--- src/rtl/sync_fifo_prog.sv ---
// Single-clock FIFO with registered level, programmable almost-full/empty thresholds,
// write-through-when-full, flush and sticky overflow/underflow flags.
// Define SYNC_FIFO_REG_OUT_EN for a registered read-data stage; the default is show-ahead.
module sync_fifo_prog #(
    parameter int DATASIZE      = 8,
    parameter int DEPTH         = 16,
    parameter int PTR_WIDTH     = $clog2(DEPTH),
    parameter int AFULL_THRESH  = DEPTH - 2,
    parameter int AEMPTY_THRESH = 2
) (
    input  logic                clk,
    input  logic                rst_n,
    input  logic                w_en,
    input  logic [DATASIZE-1:0] data_in,
    input  logic                r_en,
    output logic [DATASIZE-1:0] data_out,
    output logic                rd_valid,
    input  logic                flush,
    input  logic                clear_flags,
    output logic                fifo_full,
    output logic                fifo_empty,
    output logic                fifo_almost_full,
    output logic                fifo_almost_empty,
    output logic [PTR_WIDTH:0]  fifo_level,
    output logic                fifo_overflow_flag,
    output logic                fifo_underflow_flag
);

    localparam logic [PTR_WIDTH:0] LEVEL_FULL = (PTR_WIDTH + 1)'(DEPTH);
    localparam logic [PTR_WIDTH:0] AFULL_L    = (PTR_WIDTH + 1)'(AFULL_THRESH);
    localparam logic [PTR_WIDTH:0] AEMPTY_L   = (PTR_WIDTH + 1)'(AEMPTY_THRESH);
    localparam logic [PTR_WIDTH:0] ONE        = (PTR_WIDTH + 1)'(1);

    logic [DATASIZE-1:0] mem [DEPTH];
    logic [PTR_WIDTH:0]  w_ptr;
    logic [PTR_WIDTH:0]  r_ptr;
    logic [PTR_WIDTH:0]  level;
    logic                rd_acc;
    logic                wr_acc;
    logic                ovf_set;
    logic                udf_set;

    // Status is decoded from the level register only, never from the request inputs.
    assign fifo_level        = level;
    assign fifo_full         = (level == LEVEL_FULL);
    assign fifo_empty        = (level == '0);
    assign fifo_almost_full  = (level >= AFULL_L);
    assign fifo_almost_empty = (level <= AEMPTY_L);

    assign rd_acc  = r_en & ~fifo_empty & ~flush;
    assign wr_acc  = w_en & (~fifo_full | rd_acc) & ~flush;
    assign ovf_set = w_en & ~wr_acc & ~flush;
    assign udf_set = r_en & ~rd_acc & ~flush;

    always_ff @(posedge clk or negedge rst_n) begin
        if (!rst_n) begin
            w_ptr <= '0;
            r_ptr <= '0;
            level <= '0;
        end else if (flush) begin
            w_ptr <= '0;
            r_ptr <= '0;
            level <= '0;
        end else begin
            if (wr_acc) w_ptr <= w_ptr + ONE;
            if (rd_acc) r_ptr <= r_ptr + ONE;
            if (wr_acc && !rd_acc)      level <= level + ONE;
            else if (rd_acc && !wr_acc) level <= level - ONE;
        end
    end

    // A same-cycle set beats clear_flags so no dropped transfer goes unreported.
    always_ff @(posedge clk or negedge rst_n) begin
        if (!rst_n) begin
            fifo_overflow_flag  <= 1'b0;
            fifo_underflow_flag <= 1'b0;
        end else if (flush) begin
            fifo_overflow_flag  <= 1'b0;
            fifo_underflow_flag <= 1'b0;
        end else begin
            if (ovf_set)          fifo_overflow_flag <= 1'b1;
            else if (clear_flags) fifo_overflow_flag <= 1'b0;
            if (udf_set)          fifo_underflow_flag <= 1'b1;
            else if (clear_flags) fifo_underflow_flag <= 1'b0;
        end
    end

    always_ff @(posedge clk) begin
        if (wr_acc) mem[w_ptr[PTR_WIDTH-1:0]] <= data_in;
    end

`ifdef SYNC_FIFO_REG_OUT_EN
    always_ff @(posedge clk or negedge rst_n) begin
        if (!rst_n) begin
            data_out <= '0;
            rd_valid <= 1'b0;
        end else begin
            rd_valid <= rd_acc;
            if (rd_acc) data_out <= mem[r_ptr[PTR_WIDTH-1:0]];
        end
    end
`else
    assign data_out = mem[r_ptr[PTR_WIDTH-1:0]];
    assign rd_valid = rd_acc;
`endif

endmodule
--- config.mk ---
export PLATFORM = sky130hd
export DESIGN_NAME = sync_fifo_prog
export DESIGN_NICKNAME = d
export VERILOG_FILES = /design/src/rtl/sync_fifo_prog.sv
export SDC_FILE = /design/constraint.sdc
export NUM_CORES = 1
export LEC_CHECK = 0
export CAP_MARGIN = 10
export CORE_MARGIN = 2
export CORE_UTILIZATION = 35
export CTS_BUF_LIST = sky130_fd_sc_hd__clkbuf_16
export DETAILED_ROUTE_END_ITERATION = 7
export RECOVER_POWER = 100
export SYNTH_ARGS = -nofsm -noshare
export SYNTH_HDL_FRONTEND = slang
export SYNTH_SLANG_ARGS = --single-unit
--- constraint.sdc ---
create_clock -name clk -period 4 [get_ports clk]
set_clock_uncertainty 0.2 [all_clocks]
set_input_delay 0.8 -clock clk [delete_from_list [all_inputs] [get_ports clk]]
set_output_delay 0.8 -clock clk [all_outputs]
set_load 0.02 [all_outputs]
==> flow_metrics.py, run 1 <==
metrics = {
    "synth": {
        "yosysMostFrequentCell": "edfxtp_1",
        "synth-seq-cells": 143,
        "async_flop_share_pct": 10.5,
        "netlist_instances": 359,
        "ys.flop_type": "edfxtp_1",
        "synth_top_area_cell": "edfxtp_1",
        "synth_top_area_share_pct": 64.3,
        "synth_area_um2": 5980,
        "yosysSeqAreaShare_pct": 70.6,
        "synth.distinct_cells": 43,
        "syn_nets": 383,
        "netlist_top_cells_count": "128 x edfxtp_1, 34 x mux2i_1, 32 x nor2_1",
        "synth_edf_count": 128,
        "synth_area_leaders": "edfxtp_1 64%, dfrtp_1 6.3%, mux4_2 6.0%",
        "ys.warnings.count": 0,
        "postSynthAreaPerCell_um2": 16.6,
    },
    "setup_path": {
        "startpoint_type": "register",
        "required_ns": 3.00,
        "worstPathMaxFanout": 14,
        "crit_chain": "buf_4 -> mux2i_1 -> a221oi_1 -> o21ai_0 -> nand2_1 -> dlygate4sd3_1",
        "cp_top_family": "buffers and inverters",
        "cp.arrival_ns": 2.83,
        "critPathKind": "reg -> out",
        "max_stage_delay_ns": 0.68,
        "endpoint_kind": "output pin",
        "worst-path-buf-inv": 2,
        "cpMaxStageDelayCell": "dlygate4sd3_1",
    },
    "pwr": {
        "clkPwrFrac_pct": 35.8,
        "sequentialPowerShare_pct": 41.8,
        "power.share.combinational_pct": 22.5,
        "vdd_ir_drop_max_v": 0.000328,
        "swShare_pct": 28.0,
        "p_switching_mw": 1.18,
        "p_per_area_nw_per_um2": 584,
        "p_leak_nw": 2.42,
        "internal_power_mw": 3.03,
    },
    "outcome": {
        "status": "finished clean",
    },
    "global_routing": {
        "grt_pass1_vias": 3332,
        "grt_max_degree": 31,
        "grt_usage_pct": 14.9,
        "grt_pass1_wl_mm": 19.7,
        "grt.overflow.total": 0,
        "grt_antenna_before_repair": 0,
    },
    "sta": {
        "hold_viol": 0,
        "fin_crit_sh_pct": 95.8,
        "setup-tns-final_ns": 0,
        "rsz0062_at_grt": "false",
        "setup_violations": 0,
        "final_max_slew_viol_count": 0,
        "slew_headroom_pct": 51.4,
        "max_clock_freq_mhz": 261,
        "tightest_slew_ns": 0.729,
        "period_minus_slack_ns": 3.83,
    },
    "placement": {
        "placed_area_um2": 6710,
        "gp_congestion": 0.748,
        "dp.cells": 619,
        "dpl.hpwl_mm": 8.36,
        "io_buffers": 33,
    },
    "detailed_routing": {
        "drt-wirelength-per-cell_um": 19.9,
        "ant_nets": 0,
        "vias": 3355,
        "first_iter_violations": 258,
        "drt-total-wl_mm": 12.9,
        "firstDrtPassIters": 4,
        "drc": 0,
        "post_drt_via_cell_ratio": 5.15,
    },
    "floorplanning": {
        "io_pins": 34,
        "core_um2": 16600,
        "row_count": 47,
        "fp.dieW_um": 135,
        "initial_core_util_pct": 35.9,
        "dieArea_um2": 18100,
        "die_height_um": 135,
    },
    "flow_run": {
        "cap_violations": 0,
    },
    "cells_and_area": {
        "final_nets": 442,
        "post-route-cell-area_um2": 7200,
        "syn_to_final_growth_pct": 20.5,
        "drive_gt1_share_pct": 13.0,
        "post_layout_nonfiller_instances": 651,
        "n_fill_cell": 1495,
        "antenna_cells": 0,
    },
    "clock_tree": {
        "root_buffer": "clkbuf_16",
        "post-cts-setup-buffers": 0,
        "cts_made_buffers": 17,
        "cts-hold-fix-buffers": 0,
        "clk_pin_slew_ns": 0.06,
        "h-tree-depth": 4,
        "clockBufferDepth": 2,
        "cts_resized": 0,
        "cts_sinks": 143,
        "clkLatencyLatePin_ns": 0.41,
        "cts_tree": "done",
    },
    "worst_hold_path": {
        "hold_path_class": "reg -> reg",
    },
}
## power groups by stage
stage          clock (mW)  combinational [mW]  sequential, mW
6_report             1.51               0.945            1.76
5_1_grt              1.60                1.03            1.77
4_1_cts              1.53               0.992            1.76
3_5_place_dp            0               0.987            1.79
3_3_place_gp            0               0.981            1.78
2_1_floorplan           0               0.647            1.78
## path summary, 6_finish.rpt
check / from / end / slack, ns / cells past startpoint
worst min register to register: fifo_overflow_flag / fifo_overflow_flag / 0.33 / 2
min in group asynchronous: rst_n / fifo_level[3] / 0.69 / 1
max in group asynchronous: rst_n / r_ptr[0] / 2.42 / 1
worst min-delay path: fifo_overflow_flag / fifo_overflow_flag / 0.33 / 2
worst max-delay path: r_ptr[0] / data_out[3] / 0.17 / 6
worst max register to register: fifo_level[1] / fifo_level[4] / 0.79 / 7
## state kept, by name, summed over array words and instances (netlist names)
register             count
fifo_level               5
r_ptr                    4
fifo_underflow_flag      1
fifo_overflow_flag       1
mem                    128
w_ptr                    4
## worst reg2reg max path, stage by stage, from the launching register on
cell and delay, ns:
dfrtp_1 0.46, or4_1 0.74, a2111o_1 0.58, ha_1 0.36, a21oi_1 0.34, a21oi_1 0.11
nand3b_1 0.17, a31oi_1 0.17
## cells by family after synthesis
| kind of cell | synth area share, % |
|---|---|
| DFF | 70.6 |
| muxes | 12.7 |
| buffers and inverters | 1.82 |
| and+or+nand+nor | 5.00 |
| xor gates and xnor gates | 1.03 |
| AOI/OAI and AO/OA | 6.66 |
| adders and majority gates | 2.22 |
## placed cells by master (no fill, tap or decap), types with 2 or more instances in the layout
cell	netlist	routed
a31oi_1	2	2
inv_6	0	2
a221oi_1	16	16
a21oi_1	5	5
clkdlybuf4s50_1	0	9
nor2_1	32	32
clkinv_4	0	2
mux4_2	16	16
edfxtp_1	128	128
nand2_1	15	15
clkinv_1	1	4
nor2b_1	3	3
mux2i_1	34	34
mux2_1	4	4
nand4_1	2	2
bufinv_16	0	2
dfrtp_1	15	14
a22oi_1	9	9
clkinvlp_4	0	4
inv_1	6	7
clkbuf_16	0	17
nand2b_1	2	2
dlygate4sd3_1	0	24
xor2_1	4	4
buf_4	0	5
clkbuf_1	9	19
nand3_1	5	5
ha_1	9	9
xnor2_1	3	3
o21ai_0	10	10
## layer usage
layer	vias to the layer above	track usage (%)	wire length, um
met2	92	23.3	6260
met1	1709	21.2	5890
met4	0	4.39	77
met3	9	3.30	698
li1	1545	-	-
met5	-	0	0
## stage by stage
stage | util [%] | worst slack (ns) | hold WS (ns) | total power [mW]
after floorplan | - | 0.924 | 0.304 | 2.42
after global placement | 40.3 | 0.580 | 0.303 | 2.77
after detailed placement | 40.3 | 0.517 | 0.337 | 2.78
after CTS | 43.7 | 0.178 | 0.354 | 4.28
after global routing | 43.3 | 0.0249 | 0.359 | 4.39
final | 43.3 | 0.168 | 0.333 | 4.21
## area by class of cell
type | count | area [um2] | area share (%)
well taps | 220 | 275 | 3.82
repair buffers | 59 | 467 | 6.48
inverters | 7 | 26.3 | 0.365
clock inverters | 15 | 145 | 2.02
flip-flops and latches | 143 | 4220 | 58.6
multi-input cells | 190 | 1640 | 22.8
clock buffers | 17 | 425 | 5.91
No activity file was read; power rests on OpenSTA's default activity.
==> inputs of run 2 (changes only) <==
--- a/config.mk
+++ b/config.mk
@@ -6,6 +6,7 @@
 export NUM_CORES = 1
 export LEC_CHECK = 0
 export CAP_MARGIN = 10
+export CORE_ASPECT_RATIO = 1.25
 export CORE_MARGIN = 2
 export CORE_UTILIZATION = 35
 export CTS_BUF_LIST = sky130_fd_sc_hd__clkbuf_16
==> constraint.sdc (replaced) <==
create_clock -name clk -period 3.6 [get_ports clk]
set_clock_uncertainty 0.2 [all_clocks]
set_input_delay 0.72 -clock clk [delete_from_list [all_inputs] [get_ports clk]]
set_output_delay 0.72 -clock clk [all_outputs]
set_load 0.02 [all_outputs]
==> run 2 against run 1 <==
Cell count is 0.61% higher. Sequential power up 10%. Combinational power increased by 21%. Worst hold slack worse by 0.0098 ns. Global-route usage fell by 0.64 points. Total power is 13% higher. Sequential share of layout area fell by 1.0 points. Setup slack got worse by 0.13 ns. Largest cell class unchanged. Non-clock buffer count grew 4. Clock power is 11% higher.
==> flow_metrics.py, run 2 (same netlist as run 1, synthesis figures left out) <==
metrics = {
    "floorplanning": {
        "die_height_um": 150,
        "fp.dieW_um": 121,
        "initial_core_util_pct": 35.6,
        "dieArea_um2": 18100,
        "core_um2": 16800,
        "row_count": 53,
        "io_pins": 34,
    },
    "setup_path": {
        "cp.arrival_ns": 2.64,
        "cpMaxStageDelayCell": "clkdlybuf4s50_1",
        "max_stage_delay_ns": 0.61,
        "endpoint_kind": "output pin",
        "worst-path-buf-inv": 3,
        "cp_top_family": "buffers and inverters",
        "crit_top_cell": "buf_4",
        "required_ns": 2.68,
        "critPathKind": "reg -> out",
        "crit_chain": "buf_4 -> and2_1 -> buf_4 -> a221oi_1 -> o21ai_0 -> nand2_1 -> clkdlybuf4s50_1",
        "worstPathMaxFanout": 17,
        "startpoint_type": "register",
    },
    "cells_and_area": {
        "final_common_cell": "edfxtp_1",
        "largest_register_ffs": 128,
        "syn_to_final_growth_pct": 22.7,
        "antenna_cells": 0,
        "fin_util_pct": 43.7,
        "n_fill_cell": 1487,
        "layout_common_cells": "128 x edfxtp_1, 34 x mux2i_1, 32 x nor2_1, 20 x dlygate4sd3_1",
        "register_area_um2": 4220,
        "final_nets": 446,
        "drive_gt1_share_pct": 16.8,
        "multi_input_area_um2": 1690,
    },
    "sta": {
        "final_max_slew_viol_count": 0,
        "fin_crit_sh_pct": 98.9,
        "fin_ws_ns": 0.0407,
        "hold_viol": 0,
        "max_clock_freq_mhz": 281,
        "setup_violations": 0,
        "rsz0062_at_grt": "true",
        "tightest_slew_ns": 0.701,
        "slew_headroom_pct": 53.1,
        "setup-tns-final_ns": 0,
        "period_minus_slack_ns": 3.56,
    },
    "clock_tree": {
        "cts_made_buffers": 17,
        "clk_pin_slew_ns": 0.06,
        "cts-hold-fix-buffers": 0,
        "cts_tree": "done",
        "h-tree-depth": 4,
        "clockBufferDepth": 2,
        "clkLatencyLatePin_ns": 0.41,
        "cts_sinks": 143,
        "root_buffer": "clkbuf_16",
    },
    "global_routing": {
        "grt_pass1_vias": 3366,
        "grt_usage_pct": 14.3,
        "grt_antenna_before_repair": 0,
        "grt_max_degree": 22,
        "grt_pass1_wl_mm": 19.2,
        "grt.overflow.total": 0,
    },
    "detailed_routing": {
        "drt-wirelength-per-cell_um": 19.0,
        "post_drt_via_cell_ratio": 5.08,
        "vias": 3329,
        "drc": 0,
        "firstDrtPassIters": 5,
        "first_iter_violations": 336,
        "drt-total-wl_mm": 12.5,
        "ant_nets": 0,
    },
    "pwr": {
        "vdd_ir_drop_max_v": 0.000446,
        "p_per_area_nw_per_um2": 648,
        "p_leak_nw": 2.48,
        "p_total_mw": 4.75,
    },
    "placement": {
        "dpl.hpwl_mm": 8.29,
        "io_buffers": 33,
        "dpl_worst_slack_ns": 0.169,
        "gp_congestion": 0.738,
    },
    "flow_run": {
        "cap_violations": 0,
    },
    "outcome": {
        "status": "finished clean",
    },
    "worst_hold_path": {
        "hold_path_class": "reg -> reg",
    },
}
run 2: layer usage:
| metal | GRT usage (%) | part of all wire, % | up-vias |
|---|---|---|---|
| li1 | - | - | 1549 |
| met5 | 0 | 0 | - |
| met2 | 23.8 | 50 | 78 |
| met1 | 18.7 | 44 | 1687 |
| met3 | 2.84 | 4.3 | 15 |
| met4 | 4.94 | 1.4 | 0 |
run 2: cell type report:
class / count / share of cell area (%)
Multi-Input combinational cell: 190 / 23.1
Clock inverter: 15 / 2.03
Sequential cell: 143 / 57.6
Inverter: 7 / 0.358
Tap cell: 220 / 3.75
Clock buffer: 17 / 5.80
Timing Repair Buffer: 63 / 7.39
run 2: path summary, 6_finish.rpt:
| check | startpoint | end | slack [ns] | cells after the start |
|---|---|---|---|---|
| worst min-delay path | fifo_overflow_flag | fifo_overflow_flag | 0.32 | 2 |
| worst min register to register | fifo_overflow_flag | fifo_overflow_flag | 0.32 | 2 |
| min in group asynchronous | rst_n | fifo_overflow_flag | 0.60 | 1 |
| worst max register to register | fifo_level[1] | fifo_level[4] | 0.39 | 7 |
| worst max-delay path | r_ptr[2] | data_out[0] | 0.04 | 7 |
| max in group asynchronous | rst_n | r_ptr[0] | 2.11 | 1 |
run 2: what timing repair did:
item,4_1_cts,5_1_grt
hold endpoints to repair,0,0
setup endpoints to repair,8,8
buffers inserted,1,0
resized for setup,1,9
run 2: tightest hold or removal path, stage by stage, from the launching register on:
cell and delay, ns:
dfrtp_1 0.34, a32oi_1 0.06, nor2_1 0.08
run 2: through the flow:
step	instance area [um2]	instances	hold slack, ns
after CTS	7350	655	0.338
after floorplan	5980	359	0.224
after global placement	6770	622	0.304
final	7330	655	0.324
after detailed placement	6770	622	0.325
after global routing	7330	655	0.364
run 2: report_power, final:
| part | switching (mW) | total (mW) | leakage [nW] | internal, mW |
|---|---|---|---|---|
| Sequential | 0.0784 | 1.94 | 1.35 | 1.86 |
| Combinational | 0.596 | 1.14 | 0.854 | 0.549 |
| Clock | 0.696 | 1.67 | 0.277 | 0.970 |
